## src/rtl/dmem_pkg.sv

```systemverilog
// Shared data-memory definitions: address split, data width and miss FSM states.
package dmem_pkg;

  localparam int unsigned ADDR_LEN   = 25;
  localparam int unsigned TAG_LEN    = 9;
  localparam int unsigned INDEX_LEN  = 14;
  localparam int unsigned OFFSET_LEN = 2;
  localparam int unsigned DATA_LEN   = 32;

  typedef enum logic [1:0] {
    IDLE,
    ISSUE,
    WAIT,
    DONE
  } miss_state_t;

endpackage

```

## src/rtl/dmem_miss_resp_if.sv

```systemverilog
// Cache-side request/response and memory-side request/response bundle for the miss responder.
interface dmem_miss_resp_if
  import dmem_pkg::*;
#(
  parameter int unsigned ADDR_W = ADDR_LEN,
  parameter int unsigned DATA_W = DATA_LEN
) ();

  // cache front end
  logic              req_valid;
  logic              req_ready;
  logic [ADDR_W-1:0] req_addr;
  logic              req_we;
  logic [DATA_W-1:0] req_wdata;
  logic              arrive;
  logic [DATA_W-1:0] data_arrived;
  logic              err;
  logic              busy;

  // backing memory
  logic              mem_req_valid;
  logic              mem_req_ready;
  logic [ADDR_W-1:0] mem_addr;
  logic              mem_we;
  logic [DATA_W-1:0] mem_wdata;
  logic              mem_rsp_valid;
  logic [DATA_W-1:0] mem_rsp_data;

  // responder side
  modport slave (
    input  req_valid, req_addr, req_we, req_wdata,
    input  mem_req_ready, mem_rsp_valid, mem_rsp_data,
    output req_ready, arrive, data_arrived, err, busy,
    output mem_req_valid, mem_addr, mem_we, mem_wdata
  );

  // cache + memory environment side
  modport master (
    output req_valid, req_addr, req_we, req_wdata,
    output mem_req_ready, mem_rsp_valid, mem_rsp_data,
    input  req_ready, arrive, data_arrived, err, busy,
    input  mem_req_valid, mem_addr, mem_we, mem_wdata
  );

endinterface

```

## src/rtl/dmem_miss_resp.sv

```systemverilog
// Data-cache miss/write-through responder: one request in flight, forwarded to
// backing memory, completion reported as a one-cycle arrive (or err on timeout).
module dmem_miss_resp
  import dmem_pkg::*;
#(
  parameter int unsigned ADDR_W  = ADDR_LEN,
  parameter int unsigned DATA_W  = DATA_LEN,
  parameter int unsigned TIMEOUT = 1023
) (
  input logic            clk,
  input logic            rst,
  dmem_miss_resp_if.slave bus
);

  localparam int unsigned      CNT_W      = (TIMEOUT == 0) ? 1 : $clog2(TIMEOUT + 1);
  localparam logic [CNT_W-1:0] CNT_LIMIT  = CNT_W'(TIMEOUT);
  localparam bit               TIMEOUT_EN = (TIMEOUT != 0);

  miss_state_t       state;
  logic [CNT_W-1:0]  cnt;
  logic              mem_req_valid_q;
  logic              mem_we_q;
  logic [ADDR_W-1:0] mem_addr_q;
  logic [DATA_W-1:0] mem_wdata_q;
  logic [DATA_W-1:0] data_q;
  logic              arrive_q;
  logic              err_q;
  logic              busy_q;

  // Request tracking FSM with registered outputs; timeout counter saturates.
  always_ff @(posedge clk) begin
    if (rst) begin
      state           <= IDLE;
      cnt             <= '0;
      mem_req_valid_q <= 1'b0;
      mem_we_q        <= 1'b0;
      mem_addr_q      <= '0;
      mem_wdata_q     <= '0;
      data_q          <= '0;
      arrive_q        <= 1'b0;
      err_q           <= 1'b0;
      busy_q          <= 1'b0;
    end else begin
      arrive_q <= 1'b0;
      err_q    <= 1'b0;
      case (state)
        IDLE: begin
          if (bus.req_valid) begin
            mem_addr_q      <= bus.req_addr;
            mem_we_q        <= bus.req_we;
            mem_wdata_q     <= bus.req_wdata;
            mem_req_valid_q <= 1'b1;
            busy_q          <= 1'b1;
            state           <= ISSUE;
          end
        end
        ISSUE: begin
          // mem_req_valid is already high here, so ready alone completes the handshake
          if (bus.mem_req_ready) begin
            mem_req_valid_q <= 1'b0;
            cnt             <= '0;
            state           <= WAIT;
          end
        end
        WAIT: begin
          // a response in the limit cycle beats the timeout
          if (bus.mem_rsp_valid) begin
            data_q   <= bus.mem_rsp_data;
            arrive_q <= 1'b1;
            state    <= DONE;
          end else if (TIMEOUT_EN && (cnt == CNT_LIMIT)) begin
            err_q <= 1'b1;
            state <= DONE;
          end else if (cnt != '1) begin
            cnt <= cnt + CNT_W'(1);
          end
        end
        DONE: begin
          busy_q <= 1'b0;
          state  <= IDLE;
        end
        default: state <= IDLE;
      endcase
    end
  end

  // Accept only when idle; everything else comes straight from registers.
  assign bus.req_ready     = (state == IDLE);
  assign bus.mem_req_valid = mem_req_valid_q;
  assign bus.mem_addr      = mem_addr_q;
  assign bus.mem_we        = mem_we_q;
  assign bus.mem_wdata     = mem_wdata_q;
  assign bus.data_arrived  = data_q;
  assign bus.arrive        = arrive_q;
  assign bus.err           = err_q;
  assign bus.busy          = busy_q;

endmodule

```

## src/flat_wrapper.sv

```systemverilog
// flat-port wrapper written by rule: the top's interface ports become plain ports
module dmem_miss_resp_flat import dmem_pkg::*;
#(
  parameter int unsigned ADDR_W  = ADDR_LEN,
  parameter int unsigned DATA_W  = DATA_LEN,
  parameter int unsigned TIMEOUT = 1023
)
  (clk, rst, bus_req_valid, bus_req_addr, bus_req_we, bus_req_wdata, bus_mem_req_ready, bus_mem_rsp_valid, bus_mem_rsp_data, bus_req_ready, bus_arrive, bus_data_arrived, bus_err, bus_busy, bus_mem_req_valid, bus_mem_addr, bus_mem_we, bus_mem_wdata);
  dmem_miss_resp_if #(.ADDR_W(ADDR_W), .DATA_W(DATA_W)) bus_i ();
  input logic clk;
  input logic rst;
  input wire logic [$bits(bus_i.req_valid)-1:0] bus_req_valid;
  input wire logic [$bits(bus_i.req_addr)-1:0] bus_req_addr;
  input wire logic [$bits(bus_i.req_we)-1:0] bus_req_we;
  input wire logic [$bits(bus_i.req_wdata)-1:0] bus_req_wdata;
  input wire logic [$bits(bus_i.mem_req_ready)-1:0] bus_mem_req_ready;
  input wire logic [$bits(bus_i.mem_rsp_valid)-1:0] bus_mem_rsp_valid;
  input wire logic [$bits(bus_i.mem_rsp_data)-1:0] bus_mem_rsp_data;
  output wire logic [$bits(bus_i.req_ready)-1:0] bus_req_ready;
  output wire logic [$bits(bus_i.arrive)-1:0] bus_arrive;
  output wire logic [$bits(bus_i.data_arrived)-1:0] bus_data_arrived;
  output wire logic [$bits(bus_i.err)-1:0] bus_err;
  output wire logic [$bits(bus_i.busy)-1:0] bus_busy;
  output wire logic [$bits(bus_i.mem_req_valid)-1:0] bus_mem_req_valid;
  output wire logic [$bits(bus_i.mem_addr)-1:0] bus_mem_addr;
  output wire logic [$bits(bus_i.mem_we)-1:0] bus_mem_we;
  output wire logic [$bits(bus_i.mem_wdata)-1:0] bus_mem_wdata;
  assign bus_i.req_valid = bus_req_valid;
  assign bus_i.req_addr = bus_req_addr;
  assign bus_i.req_we = bus_req_we;
  assign bus_i.req_wdata = bus_req_wdata;
  assign bus_i.mem_req_ready = bus_mem_req_ready;
  assign bus_i.mem_rsp_valid = bus_mem_rsp_valid;
  assign bus_i.mem_rsp_data = bus_mem_rsp_data;
  assign bus_req_ready = bus_i.req_ready;
  assign bus_arrive = bus_i.arrive;
  assign bus_data_arrived = bus_i.data_arrived;
  assign bus_err = bus_i.err;
  assign bus_busy = bus_i.busy;
  assign bus_mem_req_valid = bus_i.mem_req_valid;
  assign bus_mem_addr = bus_i.mem_addr;
  assign bus_mem_we = bus_i.mem_we;
  assign bus_mem_wdata = bus_i.mem_wdata;
  dmem_miss_resp #(.ADDR_W(ADDR_W), .DATA_W(DATA_W), .TIMEOUT(TIMEOUT)) u_core (.clk(clk), .rst(rst), .bus(bus_i));
endmodule
```

## config.mk

```make
export PLATFORM = sky130hd
export DESIGN_NAME = dmem_miss_resp_flat
export DESIGN_NICKNAME = d
export VERILOG_FILES = /design/src/rtl/dmem_pkg.sv /design/src/rtl/dmem_miss_resp_if.sv /design/src/rtl/dmem_miss_resp.sv /design/src/flat_wrapper.sv
export SDC_FILE = /design/constraint.sdc
export NUM_CORES = 1
export LEC_CHECK = 0
export ABC_CLOCK_PERIOD_IN_PS = 2340
export CORE_UTILIZATION = 40
export DETAILED_ROUTE_END_ITERATION = 10
export HOLD_SLACK_MARGIN = 0.12
export PLACE_DENSITY = 0.76
export SYNTH_ARGS = -nofsm -noshare
export SYNTH_HDL_FRONTEND = slang
export SYNTH_SLANG_ARGS = --single-unit
```

## constraint.sdc

```tcl
create_clock -name clk -period 2.34 [get_ports clk]
set_clock_uncertainty 0.15 [all_clocks]
set_input_delay 0.468 -clock clk [delete_from_list [all_inputs] [get_ports clk]]
set_output_delay 0.468 -clock clk [all_outputs]
set_load 0.01 [all_outputs]
```

==> flow_summary_export.csv, run 1 <==
group,metric,value,unit
status,run_status,"completed",
placed_design,portBuffers,189,
cts,cts_made_buffers,9,
cts,cts.sinks,106,
pwr,powerDensity,866,nW/µm²
route,drt_iter0_markers,151,
placed_design,hpwlAfterDp,7.93,mm
cts,post_cts_resized,0,
cts,cts_htree_levels,3,
global_routing,grt_start_max_net_pins,96,
flow_run,maxCapViolCount,0,
sta,min_period_over_period,0.952,
finish,fin_cells,809,
sta,fmax,449,MHz
critical_path,path_max_fanout,5,
route,postRouteAntennaNets,0,
sta,slew_violations,0,
synthesis,async_reset_ff_frac,0,
die,die_w,101,µm
global_routing,grt_antenna_before_repair,0,
route,wl_per_cell,13.7,µm
synthesis,synth_area,3910,µm²
synthesis,syn_inst,496,
synthesis,yosysSeqAreaShare,0.542,
route,finalWirelength,11.1,mm
route,drcViolationCount,0,
pwr,irDropWorstVdd,0.476,mV
synthesis,synthFlopType,"dfxtp_1",
finish,final_nets,775,
sta,period_minus_slack,2230,ps
critical_path,crit_required,1720,ps
placed_design,place_inst,793,
synthesis,synth_top_family_by_area,"simple AND/OR/NAND/NOR gates",
sta,setup_viol,0,
sta,hold_viol_final,0,
synthesis,synthMuxAreaShare,0.00543,
critical_path,worstPathArrival,1610,ps
die,pin_count,190,
synthesis,synth.area.top_cells,"dfxtp_1 54%, nand2_1 19%, a21oi_1 13%",
hold_path,hold_class,"reg2reg",
cts,root_buffer,"clkbuf_8",
synthesis,synth_compound_area_frac,0.161,
die,dieHeight,101,µm
finish,area_growth,57.5,%
cts,cts.path.max_buffers,2,
cts,cts.clk_slew.worst_paths,90,ps
cts,insertion_delay,350,ps
critical_path,startpoint_type,"flop",
sta,slew_headroom,0.344,
finish,layout-drive-gt1-share,0.0471,
global_routing,grt-ovfl-total,0,
synthesis,yosysWarnings,0,
finish,finalInstanceArea,6160,µm²
global_routing,grtUsageTotal,0.214,
die,initial_utilization,0.418,
global_routing,grt_pass1_wl,17.1,mm
synthesis,yosys.area_share.adder,0.0160,
placed_design,place_area,5970,µm²
global_routing,grt_pass1_vias,3584,
route,routed_via_density,4.81,
pwr,leakagePower,2.22,nW
synthesis,synth_cell_types,35,
synthesis,synth_area_per_cell,7.89,µm²
synthesis,synth_area_leader_cell,"dfxtp_1",
sta,grt_setup_unrepaired,"false",
critical_path,worstSetupEndpointType,"output pin",
synthesis,synth_edf_count,0,
synthesis,yosysTopAreaCellShare,0.542,
cts,hold_buffers,0,
route,dr.pass1.iters,7,
sta,worst_pin_slew,984,ps
cts,cts_setup_buffers,0,
route,vias,3889,
sta,finalSetupTns,0,ps
critical_path,path_class,"reg2out",
synthesis,ys_ff_latch,106,
synthesis,synth_nets,596,
placed_design,gp_congestion,0.832,
synthesis,yosys.area_share.simple,0.239,
die,coreArea,9370,µm²
cts,cts_tree,"built",
synthesis,synth_xor_area_frac,0,
pwr,power,5.34,mW
die,die-area,10200,µm²
finish,n_antenna_cell,0,
die,rows,35,
[stage by stage]
stage,worst slack [ps],util,hold WS (ps)
6_report,113,0.658,306
4_1_cts,86.0,0.658,294
3_3_place_gp,173,0.637,291
5_1_grt,5.70,0.658,319
2_1_floorplan,433,-,295
3_5_place_dp,131,0.637,296
[worst max-delay path, cell delays in order (launching register included)]
cell             delay, ps
dfxtp_1                350
inv_1                   90
ha_1                   250
clkdlybuf4s50_1        580
[where the power goes]
| group | switching, mW | internal, mW | total [mW] | leakage (nW) |
|---|---|---|---|---|
| Clock | 0.643 | 0.463 | 1.11 | 0.0985 |
| Sequential | 0.150 | 2.09 | 2.24 | 0.864 |
| Combinational | 1.01 | 0.982 | 1.99 | 1.26 |
| Total | 1.80 | 3.54 | 5.34 | 2.22 |
[registers in the layout, summed over array words and instances, names as in the netlist]
signal / flops
u_core.bus.data_arrived: 32
u_core.cnt: 10
u_core.bus.mem_req_valid: 1
u_core.bus.err: 1
u_core.bus.mem_addr: 25
u_core.bus.mem_we: 1
u_core.state: 2
u_core.bus.arrive: 1
u_core.bus.mem_wdata: 32
u_core.bus.busy: 1
[path summary, 6_finish.rpt]
path / from / end / slack (ps) / cells past startpoint
worst min register to register: u_core.bus.mem_wdata[7]$_SDFFE_PP0P_ / u_core.bus.mem_wdata[7]$_SDFFE_PP0P_ / 310 / 2
worst max register to register: u_core.state[0]$_SDFFE_PP0P_ / u_core.cnt[9]$_SDFFE_PP0P_ / 190 / 6
worst max-delay path: u_core.state[0]$_SDFFE_PP0P_ / bus_req_ready / 110 / 3
worst min-delay path: u_core.bus.mem_wdata[7]$_SDFFE_PP0P_ / u_core.bus.mem_wdata[7]$_SDFFE_PP0P_ / 310 / 2
[cell type report]
cell class | instances | area (µm²)
clock buffer | 11 | 151
multi-input combinational | 354 | 1650
tap | 129 | 161
timing repair buffer | 198 | 2010
fill | 815 | 3210
inverter | 6 | 22.5
clock inverter | 5 | 45.0
sequential | 106 | 2120
[synthesized netlist by cell type (3+ instances only)]
master and count:
nand2_1 194, dfxtp_1 106, a21oi_1 99, clkbuf_1 18, buf_1 10, nor2_1 10
inv_1 6, ha_1 5, a31oi_1 4, nand2b_1 4, nand3_1 4, or3_1 4
and2_1 3, o211ai_1 3, o21a_1 3
[kinds of logic after synthesis]
kind of cell,after synthesis
muxes,2
adders and majority gates,5
and+or+nand+nor,230
buffers and inverters,36
AOI/OAI and AO/OA,117
DFF,106
[routing by layer]
layer | vias to the layer above | track usage | routed length (µm)
li1 | 1983 | - | -
met2 | 144 | 0.367 | 5280
met3 | 22 | 0.0610 | 950
met4 | 0 | 0.0925 | 275
met1 | 1740 | 0.249 | 4570
met5 | - | 0 | 0
[placed cells by master (no fill, tap or decap), drive strengths merged, types with 2 or more instances in the layout]
master	instances
and4	2
buf	10
nand3	4
and3	2
a31oi	4
nand2b	5
nor2	10
o21a	3
nand2	194
and2	3
ha	5
a21oi	99
or3	4
clkdlybuf4s50	188
o211ai	3
inv	9
dfxtp	106
nor3	2
clkbuf	11
Power figures use the tool's default switching activity.
==> run 2, diff against run 1 <==
ABC_CLOCK_PERIOD_IN_PS = 2900   (was 2340)
CORE_UTILIZATION = 44   (was 40)
PLACE_DENSITY = 0.83   (was 0.76)
REMOVE_ABC_BUFFERS = 1   (was unset)
clock period = 2.9 ns   (was 2.34 ns; I/O delays follow)
==> flow_summary_export.csv, run 2 (synthesis results as in run 1) <==
group,metric,value,unit
status,run_status,"completed",
global_routing,grt_start_max_net_pins,97,
route,vias,3909,
critical_path,rr_worst_depth,6,
cts,root_buffer,"clkbuf_8",
global_routing,grt-ovfl-total,0,
critical_path,path_max_fanout,5,
sta,setup_viol,0,
sta,period_minus_slack,2360,ps
placed_design,hpwlAfterDp,7.82,mm
critical_path,crit_required,2170,ps
critical_path,worstPathArrival,1630,ps
placed_design,gp_congestion,0.958,
cts,post_cts_resized,0,
sta,hold_viol_final,0,
cts,cts.clk_slew.worst_paths,100,ps
cts,hold_buffers,0,
die,die-area,9280,µm²
finish,fillCellCount,670,
route,wl_per_cell,13.8,µm
route,drcViolationCount,0,
critical_path,r2r-start,"u_core.state[0]$_SDFFE_PP0P_",
placed_design,place_inst,769,
cts,cts_made_buffers,9,
global_routing,grt_pass1_vias,3597,
sta,worst_pin_slew,959,ps
finish,area_growth,54.8,%
die,pin_count,190,
critical_path,worstSetupEndpointType,"output pin",
global_routing,grtUsageTotal,0.222,
cts,cts_htree_levels,3,
placed_design,portBuffers,189,
cts,cts.sinks,106,
finish,layout-drive-gt1-share,0.0414,
route,dr.pass1.iters,4,
die,coreArea,8680,µm²
die,initial_utilization,0.451,
sta,min_period_over_period,0.812,
pwr,irDropWorstVdd,0.324,mV
global_routing,grt_antenna_before_repair,0,
hold_path,hold_class,"reg2reg",
sta,fmax,424,MHz
cts,cts_setup_buffers,0,
cts,insertion_delay,350,ps
sta,grt_setup_unrepaired,"false",
pwr,leakagePower,2.18,nW
route,routed_via_density,4.99,
critical_path,path_class,"reg2out",
route,postRouteAntennaNets,0,
critical_path,reg2reg_slack,790,ps
hold_path,holdPathStages,2,
flow_run,maxCapViolCount,0,
die,rows,34,
finish,final_cell_mix,"193 x nand2_1, 188 x clkdlybuf4s50_1, 106 x dfxtp_1",
finish,n_antenna_cell,0,
sta,slew_headroom,0.360,
finish,fin_cells,784,
die,die_w,96.3,µm
critical_path,r2r_end,"u_core.cnt[9]$_SDFFE_PP0P_",
cts,cts_tree,"built",
finish,final_nets,772,
critical_path,startpoint_type,"flop",
hold_path,hold_start,"u_core.bus.mem_wdata[19]$_SDFFE_PP0P_",
pwr,powerDensity,690,nW/µm²
cts,cts.path.max_buffers,2,
route,finalWirelength,10.8,mm
sta,finalSetupTns,0,ps
route,drt_iter0_markers,122,
die,dieHeight,96.3,µm
sta,slew_violations,0,
finish,final_common_cell,"nand2_1",
global_routing,grt_pass1_wl,16.0,mm
hold_path,hold_end,"u_core.bus.mem_wdata[19]$_SDFFE_PP0P_",
==> run 2: cell types whose count changed in the layout (fill, tap and decap cells not counted), sizes merged <==
| cell | change |
|---|---|
| buf | -3 |
| clkbuf | -2 |
| clkinv | +1 |
| inv | -1 |
| clkinvlp | +1 |
==> run 2: critical path, cell delays in order (launching register included) <==
cell and delay, ps:
dfxtp_1 350, inv_1 90, ha_1 260, clkdlybuf4s50_1 570
==> run 2: final cells by class <==
| class | count | area, µm² | share of cell area |
|---|---|---|---|
| clock buffer | 9 | 124 | 0.0204 |
| multi-input combinational | 354 | 1650 | 0.273 |
| timing repair buffer | 195 | 1960 | 0.323 |
| inverter | 6 | 22.5 | 0.00372 |
| sequential | 106 | 2120 | 0.350 |
| tap | 108 | 135 | 0.0223 |
| clock inverter | 6 | 42.5 | 0.00702 |
==> run 2: power by group <==
| part | switching [mW] | internal [mW] | leakage [nW] |
|---|---|---|---|
| Sequential | 0.118 | 1.69 | 0.864 |
| Clock | 0.492 | 0.311 | 0.0819 |
| Combinational | 0.804 | 0.769 | 1.23 |
==> run 2: worst max path at each step <==
| stage | startpoint | endpoint | slack [ps] |
|---|---|---|---|
| 2_1_floorplan | u_core.state[0]$_SDFFE_PP0P_ | u_core.bus.data_arrived[0]$_SDFFE_PP0P_ | 660 |
| 3_3_place_gp | bus_mem_rsp_valid | u_core.cnt[9]$_SDFFE_PP0P_ | 590 |
| 3_5_place_dp | bus_mem_req_ready | u_core.cnt[9]$_SDFFE_PP0P_ | 540 |
| 4_1_cts | u_core.state[1]$_SDFFE_PP0P_ | bus_req_ready | 500 |
| 5_1_grt | u_core.state[1]$_SDFFE_PP0P_ | bus_req_ready | 450 |
| 6_report | u_core.state[1]$_SDFFE_PP0P_ | bus_req_ready | 540 |
==> run 2: layer usage <==
layer,GRT usage,up-vias,share of wire
met1,0.247,1766,0.41
li1,-,1978,-
met4,0.0735,0,0.012
met3,0.0719,12,0.093
met2,0.400,153,0.49
met5,0,-,0
==> run 2: through the flow <==
step                setup WS [ps]  cell area (µm²)  total power, mW   util  hold WS [ps]
CTS                           497             6060             4.21  0.698           309
finish                        544             6060             4.18  0.698           307
detailed placement            542             5890             3.42  0.679           296
global route                  452             6060             4.46  0.698           327
floorplan                     656             3790             2.58      -           295
global placement              585             5890             3.37  0.679           292
